$ cat config.mk
export PLATFORM = sky130hd
export DESIGN_NAME = axi_wr_burst_slv
export DESIGN_NICKNAME = d
export VERILOG_FILES = /design/src/rtl/axi_wr_burst_slv_pkg.sv /design/src/rtl/axi_wr_burst_slv_aw_fifo.sv /design/src/rtl/axi_wr_burst_slv.sv
export SDC_FILE = /design/constraint.sdc
export NUM_CORES = 1
export LEC_CHECK = 0
export CORE_MARGIN = 3
export CORE_UTILIZATION = 55
export DETAILED_ROUTE_END_ITERATION = 7
export PLACE_DENSITY = 0.83
export SKIP_LAST_GASP = 1
export SYNTH_ARGS = -nofsm -noshare
export SYNTH_HDL_FRONTEND = slang
export SYNTH_SLANG_ARGS = --single-unit
$ cat constraint.sdc
create_clock -name clk -period 9.2 [get_ports clk]
set_input_delay 1.38 -clock clk [delete_from_list [all_inputs] [get_ports clk]]
set_output_delay 1.38 -clock clk [all_outputs]
set_load 0.02 [all_outputs]
$ cat src/rtl/axi_wr_burst_slv_pkg.sv
// Shared encodings for the AXI write-burst slave: burst types, response codes, FSM states.
// The WRAP burst decode helper is only used when AXI_WR_WRAP_EN is defined.
package axi_wr_burst_slv_pkg;

  localparam logic [1:0] BURST_FIXED = 2'b00;
  localparam logic [1:0] BURST_INCR  = 2'b01;
  localparam logic [1:0] BURST_WRAP  = 2'b10;
  localparam logic [1:0] BURST_RSVD  = 2'b11;

  localparam logic [1:0] RESP_OKAY   = 2'b00;
  localparam logic [1:0] RESP_SLVERR = 2'b10;

  typedef enum logic [1:0] {
    ST_IDLE = 2'd0,
    ST_LOAD = 2'd1,
    ST_DATA = 2'd2,
    ST_RESP = 2'd3
  } wr_state_e;

  // WRAP bursts must be 2, 4, 8 or 16 beats long.
  function automatic logic wrap_len_ok(input logic [7:0] len);
    return (len == 8'd1) || (len == 8'd3) || (len == 8'd7) || (len == 8'd15);
  endfunction

endpackage

$ cat src/rtl/axi_wr_burst_slv_aw_fifo.sv
// Outstanding write-address queue. The ready output is registered and reflects
// "not full" after the current cycle's push/pop has been applied.
module axi_aw_fifo #(
  parameter int W     = 8,
  parameter int DEPTH = 4
) (
  input  logic         clk,
  input  logic         rst,
  input  logic         push_i,
  input  logic [W-1:0] din_i,
  output logic         ready_o,
  input  logic         pop_i,
  output logic [W-1:0] dout_o,
  output logic         empty_o
);

  localparam int PW = $clog2(DEPTH);
  localparam logic [PW:0] FULL_CNT = (PW + 1)'(DEPTH);

  logic [W-1:0]  mem_q [DEPTH];
  logic [PW-1:0] wr_ptr_q, rd_ptr_q;
  logic [PW:0]   cnt_q, cnt_d;
  logic          ready_q;
  logic          do_push, do_pop;

  assign do_push = push_i & ready_q;
  assign do_pop  = pop_i & (cnt_q != '0);

  always_comb begin
    cnt_d = cnt_q;
    if (do_push && !do_pop) begin
      cnt_d = cnt_q + 1'b1;
    end else if (!do_push && do_pop) begin
      cnt_d = cnt_q - 1'b1;
    end
  end

  always_ff @(posedge clk or posedge rst) begin
    if (rst) begin
      wr_ptr_q <= '0;
      rd_ptr_q <= '0;
      cnt_q    <= '0;
      ready_q  <= 1'b0;
    end else begin
      if (do_push) wr_ptr_q <= wr_ptr_q + 1'b1;
      if (do_pop)  rd_ptr_q <= rd_ptr_q + 1'b1;
      cnt_q   <= cnt_d;
      ready_q <= (cnt_d != FULL_CNT);
    end
  end

  always_ff @(posedge clk) begin
    if (do_push) mem_q[wr_ptr_q] <= din_i;
  end

  assign dout_o  = mem_q[rd_ptr_q];
  assign empty_o = (cnt_q == '0);
  assign ready_o = ready_q;

endmodule

$ cat src/rtl/axi_wr_burst_slv.sv
// AXI4 write-burst slave: queues AW requests, walks each burst's beats onto a
// registered sink interface and returns B responses in AW order. WRAP bursts need AXI_WR_WRAP_EN.
module axi_wr_burst_slv
  import axi_wr_burst_slv_pkg::*;
#(
  parameter int ID_W     = 8,
  parameter int ADDR_W   = 11,
  parameter int DATA_W   = 32,
  parameter int AW_DEPTH = 4,
  parameter int STRB_W   = DATA_W / 8
) (
  input  logic              clk,
  input  logic              rst,
  input  logic [ID_W-1:0]   awid_i,
  input  logic [ADDR_W-1:0] awaddr_i,
  input  logic [7:0]        awlen_i,
  input  logic [2:0]        awsize_i,
  input  logic [1:0]        awburst_i,
  input  logic [3:0]        awregion_i,
  input  logic              awvalid_i,
  output logic              awready_o,
  input  logic [DATA_W-1:0] wdata_i,
  input  logic [STRB_W-1:0] wstrb_i,
  input  logic              wlast_i,
  input  logic              wvalid_i,
  output logic              wready_o,
  output logic [ID_W-1:0]   bid_o,
  output logic [1:0]        bresp_o,
  output logic              bvalid_o,
  input  logic              bready_i,
  output logic              wr_vld_o,
  input  logic              wr_rdy_i,
  output logic [ADDR_W-1:0] wr_addr_o,
  output logic [DATA_W-1:0] wr_data_o,
  output logic [STRB_W-1:0] wr_strb_o,
  output logic [3:0]        wr_region_o,
  output logic              wr_last_o,
  input  logic              wr_err_i
);

  // All channels use valid/ready: a transfer happens on a rising edge where both are high;
  // once valid is raised its payload stays stable until the transfer.

  localparam logic [2:0] SIZE_MAX = 3'($clog2(STRB_W));
  localparam int         ENT_W    = ID_W + ADDR_W + 8 + 3 + 2 + 4 + 1;

  logic [ENT_W-1:0]  aw_din, aw_dout;
  logic              aw_empty, aw_pop, aw_err;
  logic [ID_W-1:0]   ent_id;
  logic [ADDR_W-1:0] ent_addr;
  logic [7:0]        ent_len;
  logic [2:0]        ent_size;
  logic [1:0]        ent_burst;
  logic [3:0]        ent_region;
  logic              ent_err;

  wr_state_e         state_q, state_d;
  logic [ID_W-1:0]   id_q, id_d;
  logic [ADDR_W-1:0] addr_q, addr_d, addr_nx, incr;
  logic [7:0]        rem_q, rem_d;
  logic [2:0]        size_q, size_d;
  logic [1:0]        mode_q, mode_d;
  logic [3:0]        region_q, region_d;
  logic              err_q, err_d;
  logic              supp_q, supp_d;
  logic              bvalid_q, bvalid_d;
  logic              out_vld_q, out_vld_d;
  logic [ADDR_W-1:0] out_addr_q, out_addr_d;
  logic [DATA_W-1:0] out_data_q, out_data_d;
  logic [STRB_W-1:0] out_strb_q, out_strb_d;
  logic [3:0]        out_region_q, out_region_d;
  logic              out_last_q, out_last_d;
  logic              w_acc, w_final, sink_acc;

`ifdef AXI_WR_WRAP_EN
  logic [7:0]        len_q, len_d;
  logic [ADDR_W-1:0] size_mask, wrap_mask;
  assign size_mask = (ADDR_W'(1) << awsize_i) - 1'b1;
  assign wrap_mask = (ADDR_W'(len_q) << size_q) | (incr - 1'b1);
`endif

  // Errors detectable from the AW beat alone are resolved before the entry is queued.
  always_comb begin
    aw_err = 1'b0;
    if (awsize_i > SIZE_MAX) aw_err = 1'b1;
    if (awburst_i == BURST_RSVD) aw_err = 1'b1;
`ifdef AXI_WR_WRAP_EN
    if ((awburst_i == BURST_WRAP) &&
        (!wrap_len_ok(awlen_i) || ((awaddr_i & size_mask) != '0))) aw_err = 1'b1;
`else
    if (awburst_i == BURST_WRAP) aw_err = 1'b1;
`endif
  end

  assign aw_din = {awid_i, awaddr_i, awlen_i, awsize_i, awburst_i, awregion_i, aw_err};
  assign {ent_id, ent_addr, ent_len, ent_size, ent_burst, ent_region, ent_err} = aw_dout;

  axi_aw_fifo #(
    .W     (ENT_W),
    .DEPTH (AW_DEPTH)
  ) u_aw_fifo (
    .clk     (clk),
    .rst     (rst),
    .push_i  (awvalid_i),
    .din_i   (aw_din),
    .ready_o (awready_o),
    .pop_i   (aw_pop),
    .dout_o  (aw_dout),
    .empty_o (aw_empty)
  );

  assign wready_o = (state_q == ST_DATA) && (!out_vld_q || wr_rdy_i);
  assign w_acc    = wready_o & wvalid_i;
  assign w_final  = (rem_q == 8'd0);
  assign sink_acc = out_vld_q & wr_rdy_i;
  assign incr     = ADDR_W'(1) << size_q;

  always_comb begin
    case (mode_q)
      BURST_FIXED: addr_nx = addr_q;
`ifdef AXI_WR_WRAP_EN
      BURST_WRAP:  addr_nx = (addr_q & ~wrap_mask) | ((addr_q + incr) & wrap_mask);
`endif
      default:     addr_nx = addr_q + incr;
    endcase
  end

  always_comb begin
    state_d      = state_q;
    aw_pop       = 1'b0;
    id_d         = id_q;
    addr_d       = addr_q;
    rem_d        = rem_q;
    size_d       = size_q;
    mode_d       = mode_q;
    region_d     = region_q;
    err_d        = err_q;
    supp_d       = supp_q;
    bvalid_d     = bvalid_q;
    out_vld_d    = out_vld_q;
    out_addr_d   = out_addr_q;
    out_data_d   = out_data_q;
    out_strb_d   = out_strb_q;
    out_region_d = out_region_q;
    out_last_d   = out_last_q;
`ifdef AXI_WR_WRAP_EN
    len_d        = len_q;
`endif
    case (state_q)
      ST_IDLE: if (!aw_empty) state_d = ST_LOAD;
      ST_LOAD: begin
        aw_pop   = 1'b1;
        id_d     = ent_id;
        addr_d   = ent_addr;
        rem_d    = ent_len;
        size_d   = ent_size;
        region_d = ent_region;
        err_d    = ent_err;
        supp_d   = (ent_size > SIZE_MAX);
`ifdef AXI_WR_WRAP_EN
        len_d    = ent_len;
`endif
        case (ent_burst)
          BURST_FIXED: mode_d = BURST_FIXED;
`ifdef AXI_WR_WRAP_EN
          BURST_WRAP:  mode_d = BURST_WRAP;
`endif
          default:     mode_d = BURST_INCR;
        endcase
        state_d = ST_DATA;
      end
      ST_DATA: if (w_acc) begin
        // The beat counter decides where the burst ends; WLAST only flags disagreement.
        addr_d = addr_nx;
        rem_d  = rem_q - 1'b1;
        if (w_final != wlast_i) err_d = 1'b1;
        if (w_final) begin
          state_d = ST_RESP;
          if (supp_q) bvalid_d = 1'b1;
        end
      end
      ST_RESP: begin
        if (sink_acc && out_last_q) bvalid_d = 1'b1;
        if (bvalid_q && bready_i) begin
          bvalid_d = 1'b0;
          state_d  = ST_IDLE;
        end
      end
      default: state_d = ST_IDLE;
    endcase
    if (sink_acc && wr_err_i) err_d = 1'b1;
    if (sink_acc) out_vld_d = 1'b0;
    if (w_acc && !supp_q) begin
      out_vld_d    = 1'b1;
      out_addr_d   = addr_q;
      out_data_d   = wdata_i;
      out_strb_d   = wstrb_i;
      out_region_d = region_q;
      out_last_d   = w_final;
    end
  end

  always_ff @(posedge clk or posedge rst) begin
    if (rst) begin
      state_q      <= ST_IDLE;
      id_q         <= '0;
      addr_q       <= '0;
      rem_q        <= '0;
      size_q       <= '0;
      mode_q       <= BURST_INCR;
      region_q     <= '0;
      err_q        <= 1'b0;
      supp_q       <= 1'b0;
      bvalid_q     <= 1'b0;
      out_vld_q    <= 1'b0;
      out_addr_q   <= '0;
      out_data_q   <= '0;
      out_strb_q   <= '0;
      out_region_q <= '0;
      out_last_q   <= 1'b0;
`ifdef AXI_WR_WRAP_EN
      len_q        <= '0;
`endif
    end else begin
      state_q      <= state_d;
      id_q         <= id_d;
      addr_q       <= addr_d;
      rem_q        <= rem_d;
      size_q       <= size_d;
      mode_q       <= mode_d;
      region_q     <= region_d;
      err_q        <= err_d;
      supp_q       <= supp_d;
      bvalid_q     <= bvalid_d;
      out_vld_q    <= out_vld_d;
      out_addr_q   <= out_addr_d;
      out_data_q   <= out_data_d;
      out_strb_q   <= out_strb_d;
      out_region_q <= out_region_d;
      out_last_q   <= out_last_d;
`ifdef AXI_WR_WRAP_EN
      len_q        <= len_d;
`endif
    end
  end

  assign bvalid_o    = bvalid_q;
  assign bid_o       = bvalid_q ? id_q : '0;
  assign bresp_o     = (bvalid_q && err_q) ? RESP_SLVERR : RESP_OKAY;
  assign wr_vld_o    = out_vld_q;
  assign wr_addr_o   = out_addr_q;
  assign wr_data_o   = out_data_q;
  assign wr_strb_o   = out_strb_q;
  assign wr_region_o = out_region_q;
  assign wr_last_o   = out_vld_q & out_last_q;

endmodule

==> impl_summary.md <==
Logic synthesis
The number of flops mapped to enable cells by yosys is 148. The number of distinct library cells after synthesis is 63. Synthesis handed over a netlist of 738 instances. The arithmetic-cell share of the synthesized area counting full adders, half adders and majority gates is 0.0287. The multiplexer fraction of the synthesized cell area is 0.0962. The Yosys step of the flow raised 0 warnings. The post-synthesis register bit count is 249.

The post-synthesis compound-gate area fraction is 0.0514. The total standard cell area after synthesis is 10300 um2. The post-synthesis share of cell area spent on xor and xnor gates is 0.00766.

The synthesized-area fraction occupied by and/or/nand/nor cells is 0.115. The leading register cell type out of synthesis is sky130_fd_sc_hd__edfxtp_1. The combinational family with the most area after synthesis is simple AND/OR/NAND/NOR gates. For this run, asynchronously set or reset flops after synthesis account for 0.406.

The average cell area after synthesis is 14.0 um2. Synthesis produced a netlist with a net count of 841. The sequential cell area fraction in the yosys report is 0.677.

Cells and area
The layout cell share with drive strength beyond 1 is 0.130. The antenna diode instance count is 0. Compared with the post-synthesis result, the final layout area differs by 24.6%.

The final layout net count is 986. The library cell used most frequently in the layout, excluding fill and tap cells, is sky130_fd_sc_hd__nand2_1. The top cell types in the final layout, fill and taps aside, are sky130_fd_sc_hd__nand2_1 (184), sky130_fd_sc_hd__edfxtp_1 (148), sky130_fd_sc_hd__clkdlybuf4s50_1 (144), sky130_fd_sc_hd__dfrtp_1 (99), sky130_fd_sc_hd__mux4_2 (35). After filler insertion, the fill cell instance count of the layout stands at 1212.

Clock tree
The number of hold-repair buffers added at the cts stage is 0. The number of buffers inserted by post-CTS setup repair is 0. TritonCTS built the clock tree. The number of levels the H-tree was split into is 1. The library cell used as clock root buffer is sky130_fd_sc_hd__clkbuf_16.

The number of gates given a new drive strength after cts is 0. The clock-pin transition on the worst setup and hold timing paths is 0.06 ns. The total number of clock tree sinks is 249. The buffer levels on the longest clock path is 3. The clock latency on the worst-skew pair is 0.52 ns.

The total CTS buffers is 26.

Critical path
The worst setup path is captured at a primary output. The setup slack on the worst flop-to-flop path is 6.30 ns. The critical path in this run is classified as in2out. The cell that appears most often on the critical path is sky130_fd_sc_hd__clkdlybuf4s50_1.

The endpoint identified for the worst register-to-register timing path is addr_q[9]. The slowest cell on the critical path is sky130_fd_sc_hd__clkdlybuf4s50_1. Counting cells, the worst reg-to-reg path comes to 8. The kind of start point of the critical path is a primary input. Walking the worst path, the cells encountered are clkdlybuf4s50_1 > nand2b_4 > and2_2 > clkdlybuf4s50_1.

Of all nets on the critical path, the largest fanout is 5. Together, buffers and inverters on the worst path number 2. The data arrival time of the worst path is 2.87 ns. The delay of the slowest critical-path stage is 0.61 ns. The kind of cell with the highest combined delay on the critical path is buffers and inverters. The reg-to-reg critical path startpoint is state_q[0]. At the worst endpoint, the required time is 7.82 ns.

Power
Cell internal power was estimated by the tool at 3.00 mW. VDD sags by at most 224 uV. The sequential fraction of design power is 0.383.

The switching share of total power is 0.337. Of the total power, the clock network draws 0.246. The cell leakage power is 5.01 nW. The share of total power dissipated in combinational logic is 0.371. In this run the power spent charging and discharging nets is 1.53 mW. The cell area power density is 353 nW/um2.

STA
For the pin with the worst max-slew slack, the measured transition is 1.15 ns. The part of the cycle the worst path needs is 0.462. The total count of max-transition violations in the final report is 0. Based on the critical path, the design can be clocked at up to 0.235 GHz.

The clock tree skew after final layout is 0.0166 ns. The normalized max-slew margin is 0.232. Setup repair after global routing left no endpoint under its margin. In the final timing run, aggregate negative setup slack is 0 ns. The smallest clock period supported by the final layout is computed as 4.25 ns. Hold timing on the final database bottoms out at a slack of 0.469 ns. Setup violations remaining at the end of the flow were counted as 0. The final hold violation count is 0.

Detailed routing
The detail route stage leaves a number of antenna-violating nets equal to 0. The average via count per standard cell is 5.68. In this run, the number of DRC markers left after iteration 0 of detailed routing was 556.

For this block, the routed nets add up to 21500 um of wire. The routed layout has 6426 vias. The post-detailed-route wirelength per cell is 19.0 um.

The number of detailed-route iterations in the first pass is 8. For this run, design rule violations remaining after detail routing come to 1.

Placement
The weighted congestion reported at the end of routability-driven placement is 0.921. The number of input and output port buffers inserted is 144. Once detailed placement completed, the half-perimeter wirelength came to 13200 um.

GRT
The pin count of the biggest net entering global routing is 75. The first global-routing pass estimated 34500 um of wire. The via count of the first global-routing pass is 6627.

After global routing the overflow that remains totals 0. The initial antenna violation count is 0. The global-route total usage across every layer is 0.215.

Floorplanning
The die is 143 um tall. The total number of placement rows is 49. The floorplan step defined a core boundary enclosing 18100 um2. The die area is 20400 um2. The die width is 143 um. In this run the count of I/O pins placed on the die edge is 146.

The initial utilization of the core area, before any placement, comes to 0.567.

Flow run
The tool flagged a number of max-cap violations equal to 0.

Min path
The startpoint of the tightest hold check path is region_q[2]. The worst hold endpoint is wr_region_o[2]. The worst hold path class is reg2reg. The worst hold path passes through 2 cells.

Outcome
The final reports fail on DRC. The flow ran to the end, but the final reports show violations.
tightest hold or removal path, delay by kind of cell (launching register included):
| kind | cells | cell delay [ns] |
|---|---|---|
| flip-flops | 1 | 0.34 |
| AND/OR/NAND/NOR | 2 | 0.10 |
per-layer routing:
layer	share of wire	GRT usage	vias to the layer above
met5	0	0	-
met4	0.029	0.0755	0
met3	0.065	0.0362	46
met2	0.49	0.358	274
met1	0.42	0.291	3150
li1	-	-	2956
sequential cells by signal (all words and copies together), names as in the netlist, 2 cells and up:
signal and cells:
wr_region_o 4, u_aw_fifo.mem_q 148, rem_q 8, state_q 2
wr_addr_o 11, id_q 8, size_q 3, region_q 4
u_aw_fifo.rd_ptr_q 2, addr_q 11, wr_data_o 32, u_aw_fifo.cnt_q 3
u_aw_fifo.wr_ptr_q 2, wr_strb_o 4
worst max path at each step:
stage | from | to | slack, ns | depth (start not counted)
floorplan | rst | addr_q[0] | 5.17 | 1
detailed placement | wr_rdy_i | wready_o | 4.99 | 4
global route | wr_rdy_i | wready_o | 4.91 | 4
CTS | wr_rdy_i | wready_o | 4.96 | 4
finish | wr_rdy_i | wready_o | 4.95 | 4
global placement | wr_rdy_i | wready_o | 5.00 | 4
logic make-up after synthesis:
family	count (synthesis)
and+or+nand+nor	273
DFF	249
AOI/OAI and AO/OA	82
muxes	53
buffers and inverters	48
adders and majority gates	23
xor gates and xnor gates	9
other	1
metrics by stage:
step                instance area (um2)  total power, mW  cells  utilization  worst slack [ns]
floorplan                         10300             2.84    738            -              5.17
global placement                  11900             3.37   1084        0.656              5.00
detailed placement                11900             3.43   1084        0.656              4.99
CTS                               12800             4.56   1131        0.707              4.96
global route                      12800             4.79   1131        0.707              4.91
finish                            12800             4.52   1131        0.707              4.95
power groups by stage:
stage	combinational, mW	sequential (mW)	clock, mW
floorplan	1.01	1.83	0
global placement	1.64	1.73	0
detailed placement	1.68	1.75	0
CTS	1.69	1.73	1.13
global route	1.84	1.77	1.18
finish	1.68	1.73	1.11
final cells by class:
type / instances / area (um2) / share of cell area
tap: 229 / 287 / 0.0223
clock buffer: 33 / 728 / 0.0568
inverter: 16 / 62.6 / 0.00488
sequential: 249 / 6970 / 0.544
timing repair buffer: 149 / 1480 / 0.115
clock inverter: 14 / 203 / 0.0158
multi-input combinational: 441 / 3100 / 0.241
cells in the mapped netlist, drive strengths merged (4+ instances only):
cell type | count | area, um2
a21oi | 29 | 149
ha | 22 | 275
inv | 15 | 56.3
mux2 | 18 | 203
edfxtp | 148 | 4440
dfrtp | 100 | 2500
nor3 | 7 | 35.0
nand2 | 184 | 691
a211oi | 4 | 35.0
and2 | 11 | 70.1
and3 | 6 | 42.5
buf | 22 | 144
clkbuf | 10 | 37.5
a31oi | 8 | 50.1
nand2b | 6 | 45.0
xnor2 | 5 | 43.8
mux4 | 35 | 788
nand3 | 16 | 80.1
o21ai | 14 | 73.8
nor2 | 27 | 101
xor2 | 4 | 35.0
Note: power is estimated with default switching activity, not from simulation.
